## src/rtl/pipeline_ctrl_pkg.sv

```systemverilog
// Shared types and constants for the pipeline stall/flush sequencer.
package pipeline_ctrl_pkg;

   localparam int DIV_CYCLES_DEFAULT = 33;
   localparam int REG_IDX_W          = 5;
   localparam logic [REG_IDX_W-1:0] REG_X0 = '0;

   typedef enum logic [1:0] {
      RUN        = 2'd0,
      LOAD_STALL = 2'd1,
      MDU_WAIT   = 2'd2
   } ctrl_state_e;

   // x0 is hardwired zero, so a load targeting it never creates a dependency.
   function automatic logic load_use_hit(
      input logic                 ex_memread,
      input logic [REG_IDX_W-1:0] ex_rd,
      input logic [REG_IDX_W-1:0] id_rs1,
      input logic [REG_IDX_W-1:0] id_rs2,
      input logic                 id_uses_rs1,
      input logic                 id_uses_rs2
   );
      return ex_memread && (ex_rd != REG_X0) &&
             ((id_uses_rs1 && (id_rs1 == ex_rd)) ||
              (id_uses_rs2 && (id_rs2 == ex_rd)));
   endfunction

endpackage

```

## src/rtl/mdu_stall_counter.sv

```systemverilog
// Down-counter tracking the remaining stall cycles of a multi-cycle divide.
module mdu_stall_counter #(
   parameter int W = 6
) (
   input  logic         CLK,
   input  logic         RESET,
   input  logic         load,
   input  logic [W-1:0] load_val,
   input  logic         dec,
   output logic         zero
);

   logic [W-1:0] cnt;

   // Neither load nor dec asserted means hold, which is how memory freezes pause the divide.
   always_ff @(posedge CLK or posedge RESET) begin
      if (RESET) begin
         cnt <= '0;
      end else if (load) begin
         cnt <= load_val;
      end else if (dec && (cnt != '0)) begin
         cnt <= cnt - 1'b1;
      end
   end

   assign zero = (cnt == '0);

endmodule

```

## src/rtl/pipeline_hazard_ctrl.sv

```systemverilog
// Stall/flush sequencer for the five-stage pipeline.
// Define MDU_MULTICYCLE_EN to enable multi-cycle divide occupancy of EX.
module pipeline_hazard_ctrl
   import pipeline_ctrl_pkg::*;
#(
   parameter int DIV_CYCLES = DIV_CYCLES_DEFAULT
) (
   input  logic                 CLK,
   input  logic                 RESET,
   input  logic                 BUSYWAIT,
   input  logic [REG_IDX_W-1:0] ID_RS1,
   input  logic [REG_IDX_W-1:0] ID_RS2,
   input  logic                 ID_USES_RS1,
   input  logic                 ID_USES_RS2,
   input  logic [REG_IDX_W-1:0] EX_RD,
   input  logic                 EX_MEMREAD,
   input  logic                 EX_REDIRECT,
   input  logic                 EX_MDU_DIV,
   output logic                 PC_WRITE,
   output logic                 IF_ID_WRITE,
   output logic                 ID_EX_WRITE,
   output logic                 EX_MEM_WRITE,
   output logic                 IF_ID_FLUSH,
   output logic                 ID_EX_FLUSH,
   output logic                 EX_MEM_FLUSH,
   output logic                 MDU_BUSY
);

   ctrl_state_e state_q;
   ctrl_state_e state_d;
   logic        load_use;

   assign load_use = load_use_hit(EX_MEMREAD, EX_RD, ID_RS1, ID_RS2,
                                  ID_USES_RS1, ID_USES_RS2);

`ifdef MDU_MULTICYCLE_EN
   localparam int                CNT_W    = $clog2(DIV_CYCLES);
   localparam logic [CNT_W-1:0] CNT_LOAD = CNT_W'(DIV_CYCLES - 2);

   logic cnt_load;
   logic cnt_dec;
   logic cnt_zero;

   mdu_stall_counter #(
      .W(CNT_W)
   ) u_cnt (
      .CLK      (CLK),
      .RESET    (RESET),
      .load     (cnt_load),
      .load_val (CNT_LOAD),
      .dec      (cnt_dec),
      .zero     (cnt_zero)
   );
`else
   logic unused_div;
   assign unused_div = ^{EX_MDU_DIV, (DIV_CYCLES > 1)};
`endif

   always_ff @(posedge CLK or posedge RESET) begin
      if (RESET) begin
         state_q <= RUN;
      end else begin
         state_q <= state_d;
      end
   end

   always_comb begin
      state_d      = state_q;
      PC_WRITE     = 1'b1;
      IF_ID_WRITE  = 1'b1;
      ID_EX_WRITE  = 1'b1;
      EX_MEM_WRITE = 1'b1;
      IF_ID_FLUSH  = 1'b0;
      ID_EX_FLUSH  = 1'b0;
      EX_MEM_FLUSH = 1'b0;
      MDU_BUSY     = 1'b0;
`ifdef MDU_MULTICYCLE_EN
      cnt_load     = 1'b0;
      cnt_dec      = 1'b0;
`endif
      if (RESET) begin
         PC_WRITE     = 1'b0;
         IF_ID_WRITE  = 1'b0;
         ID_EX_WRITE  = 1'b0;
         EX_MEM_WRITE = 1'b0;
      end else if (BUSYWAIT) begin
         // Freeze everything; state and counter hold so the stall resumes exactly.
         PC_WRITE     = 1'b0;
         IF_ID_WRITE  = 1'b0;
         ID_EX_WRITE  = 1'b0;
         EX_MEM_WRITE = 1'b0;
      end else begin
         case (state_q)
            RUN: begin
               if (EX_REDIRECT) begin
                  IF_ID_FLUSH = 1'b1;
                  ID_EX_FLUSH = 1'b1;
`ifdef MDU_MULTICYCLE_EN
               end else if (EX_MDU_DIV) begin
                  PC_WRITE     = 1'b0;
                  IF_ID_WRITE  = 1'b0;
                  ID_EX_WRITE  = 1'b0;
                  EX_MEM_FLUSH = 1'b1;
                  MDU_BUSY     = 1'b1;
                  cnt_load     = 1'b1;
                  state_d      = MDU_WAIT;
`endif
               end else if (load_use) begin
                  PC_WRITE    = 1'b0;
                  IF_ID_WRITE = 1'b0;
                  ID_EX_FLUSH = 1'b1;
                  state_d     = LOAD_STALL;
               end
            end
            LOAD_STALL: begin
               state_d = RUN;
            end
`ifdef MDU_MULTICYCLE_EN
            MDU_WAIT: begin
               MDU_BUSY = 1'b1;
               if (!cnt_zero) begin
                  PC_WRITE     = 1'b0;
                  IF_ID_WRITE  = 1'b0;
                  ID_EX_WRITE  = 1'b0;
                  EX_MEM_FLUSH = 1'b1;
                  cnt_dec      = 1'b1;
               end else begin
                  state_d = RUN;
               end
            end
`endif
            default: begin
               state_d = RUN;
            end
         endcase
      end
   end

endmodule

```

## config.mk

```make
export PLATFORM = sky130hd
export DESIGN_NAME = pipeline_hazard_ctrl
export DESIGN_NICKNAME = d
export VERILOG_FILES = /design/src/rtl/pipeline_ctrl_pkg.sv /design/src/rtl/mdu_stall_counter.sv /design/src/rtl/pipeline_hazard_ctrl.sv
export SDC_FILE = /design/constraint.sdc
export NUM_CORES = 1
export LEC_CHECK = 0
export ABC_AREA = 1
export CORE_AREA = 2 2 39 41
export CTS_BUF_LIST = sky130_fd_sc_hd__clkbuf_8
export CTS_CLUSTER_DIAMETER = 200
export CTS_CLUSTER_SIZE = 30
export DETAILED_ROUTE_END_ITERATION = 12
export DIE_AREA = 0 0 41 43
export PLACE_DENSITY_LB_ADDON = 0.3
export REMOVE_ABC_BUFFERS = 1
export SYNTH_ARGS = -nofsm -noshare
export SYNTH_HDL_FRONTEND = slang
export SYNTH_SLANG_ARGS = --single-unit
```

## constraint.sdc

```tcl
create_clock -name CLK -period 2.3 [get_ports CLK]
set_input_delay 0.23 -clock CLK [delete_from_list [all_inputs] [get_ports CLK]]
set_output_delay 0.23 -clock CLK [all_outputs]
set_load 0.05 [all_outputs]
```

==> out/results.ini, run 1 <==
[die]
start_util_pct = 24.9
num_io_pins = 31
die_x_um = 41
die_h_um = 43
die_area_mm2 = 0.00176
num_rows = 14
coreArea_mm2 = 0.00138

[clock_tree]
insertion_delay_ns = 0
hold_buffers = 0
postCtsSetupBuffers = 0
cts_resized = 0
path_clk_slew_ns = 0

[worst_setup_path]
required_ns = 2.07
cp_cell_sequence = clkdlybuf4s50_1 > nor2_1 > clkdlybuf4s50_1
critPathMaxStageDelay_ns = 0.86
worstSetupPathType = in -> out
slowest_stage = clkdlybuf4s50_1
crit_arrival_ns = 1.75
path_common_cell = clkdlybuf4s50_1
endpoint_kind = output pin
crit_path_start_kind = input pin
cp_max_fo = 5

[route]
drtPass1Iterations = 1
vias_per_cell = 3.96
drt-wirelength-per-cell_um = 6.60
drtIter0Drc = 0
post-route-drc-count = 0
antenna_left = 0
routed_wl_um = 772
vias = 463

[layout]
nNetsFinal = 126
finish.instance_area_um2 = 636
max_flop_register = state_q
diodes = 0
top_regs = state_q: 1 flops
drive_gt1_share_pct = 8.91
area_delta_synth_final_pct = 84.7
largest_reg_flops = 1

[global_route]
grt_pass1_vias = 374
grt_antenna_before_repair = 0
grt_usage_pct = 9.59
grt-ovfl-total = 0
grt_pass1_wl_mm = 1.31
grt_max_degree = 6

[timing]
fin_crit_ns = 1.98
slew_violations = 0
fin_skew_ns = 0
fin_crit_sh_pct = 86.0
tns_ns = 0
hold_viol = 0
final.setup.worst_slack_ns = 0.322
finalSetupViolCount = 0
max_freq_ghz = 0.505
rsz0062_at_grt = false

[yosys]
ys_warn_count = 0
syn-instance-count = 77
synth_area_um2 = 344
ys_seq_area_share_pct = 7.27
ys_ff_latch = 1
syn-mean-instance-area_um2 = 4.47
synthDistinctLibCells = 12

[place]
gp_congestion = 0.792
place_area_um2 = 636
hpwl_um = 717
pre_cts_slack_ns = 0.308
io_buffers = 27

[outcome]
status = complete, no violations

[power]
peakVddDrop_mv = 0.0779
leakagePower_nw = 0.366
power.density_mw_per_mm2 = 214

[flow_run]
drv_cap = 0

[hold_path]
hold_path_class = in -> async

-- cells by family (layout without fill, tap and decap cells) --
logic type	after synthesis	in the layout	synth area share (%)
buffers and inverters	24	47	30.5
AO/OA/AOI/OAI	3	3	5.46
other	1	2	1.09
AND/OR/NAND/NOR	48	48	55.6
flip-flops	1	1	7.27
-- layout make-up --
class | count | area, µm²
Fill cell | 165 | 748
Timing Repair Buffer | 27 | 298
Multi-Input combinational cell | 53 | 218
Inverter | 20 | 75.1
Sequential cell | 1 | 25.0
Tap cell | 16 | 20.0
-- cells in the mapped netlist --
cell / count / area [µm²]
inv_1: 17 / 63.8
conb_1: 1 / 3.75
dfrtp_1: 1 / 25.0
inv_2: 3 / 11.3
nand2_2: 1 / 6.26
nor2_1: 10 / 37.5
nand4_1: 2 / 12.5
buf_4: 4 / 30.0
a21oi_2: 1 / 8.76
o21ai_0: 2 / 10.0
nand2_1: 32 / 120
nand3_1: 3 / 15.0
-- cells in the final DEF (no fill, tap or decap) --
| master | synthesis | layout |
|---|---|---|
| nand3_1 | 3 | 3 |
| buf_4 | 4 | 1 |
| dfrtp_1 | 1 | 1 |
| inv_1 | 17 | 17 |
| a21oi_2 | 1 | 1 |
| nand2_1 | 32 | 32 |
| clkdlybuf4s50_1 | 0 | 23 |
| conb_1 | 1 | 2 |
| nor2_1 | 10 | 10 |
| o21ai_0 | 2 | 2 |
| inv_2 | 3 | 3 |
| nand4_1 | 2 | 2 |
| nand2_2 | 1 | 1 |
| buf_12 | 0 | 3 |
-- per-layer routing --
| metal | GRT usage, % | routed length, µm | up-vias |
|---|---|---|---|
| li1 | - | - | 266 |
| met1 | 12.3 | 353 | 181 |
| met2 | 17.8 | 368 | 16 |
| met3 | 0 | 50 | 0 |
| met4 | 0 | 0 | 0 |
| met5 | 0 | 0 | - |
-- per-stage QoR --
stage	hold slack, ns	power, mW	utilization [%]	std cells
2_1_floorplan	-0.0413	0.0760	-	74
5_1_grt	0.427	0.147	45.9	117
3_3_place_gp	0.400	0.136	45.9	117
4_1_cts	0.406	0.137	45.9	117
3_5_place_dp	0.409	0.137	45.9	117
6_report	0.402	0.136	45.9	117
-- worst max-delay path, delay by kind of cell --
| kind | cells | cell delay, ns |
|---|---|---|
| buffers and inverters | 2 | 1.28 |
| AND/OR/NAND/NOR | 1 | 0.24 |
-- final timing paths --
path                       startpoint          end  slack (ns)  cells past startpoint
hold / removal                  RESET   state_q[0]        0.40                      2
setup / recovery                RESET  ID_EX_WRITE        0.32                      3
max in group asynchronous       RESET   state_q[0]        1.81                      2
hold reg to reg            state_q[0]   state_q[0]        0.56                      2
min in group CLK           state_q[0]   state_q[0]        0.56                      2
setup reg to reg           state_q[0]   state_q[0]        1.45                      5
-- power breakdown --
group	internal (mW)	switching [mW]	leakage [nW]
combinational	0.0578	0.0601	0.352
clock	0	0	0
sequential	0.0182	0.000102	0.0139
(Power assumes the default switching activity.)
==> inputs of run 2 (changes only) <==
--- a/config.mk
+++ b/config.mk
@@ -9,7 +9,6 @@
 export CORE_AREA = 2 2 39 41
 export CTS_BUF_LIST = sky130_fd_sc_hd__clkbuf_8
 export CTS_CLUSTER_DIAMETER = 200
-export CTS_CLUSTER_SIZE = 30
 export DETAILED_ROUTE_END_ITERATION = 12
 export DIE_AREA = 0 0 41 43
 export PLACE_DENSITY_LB_ADDON = 0.3
@@ -17,3 +16,4 @@
 export SYNTH_ARGS = -nofsm -noshare
 export SYNTH_HDL_FRONTEND = slang
 export SYNTH_SLANG_ARGS = --single-unit
+export TNS_END_PERCENT = 100
==> results of run 2 <==
Final layout, timing and power as in run 1 (identical DEF).
==> inputs of run 3 (changes only) <==
--- a/config.mk
+++ b/config.mk
@@ -6,6 +6,7 @@
 export NUM_CORES = 1
 export LEC_CHECK = 0
 export ABC_AREA = 1
+export CAP_MARGIN = 20
 export CORE_AREA = 2 2 39 41
 export CTS_BUF_LIST = sky130_fd_sc_hd__clkbuf_8
 export CTS_CLUSTER_DIAMETER = 200
==> results of run 3 <==
Final layout, timing and power as in run 1 (identical DEF).
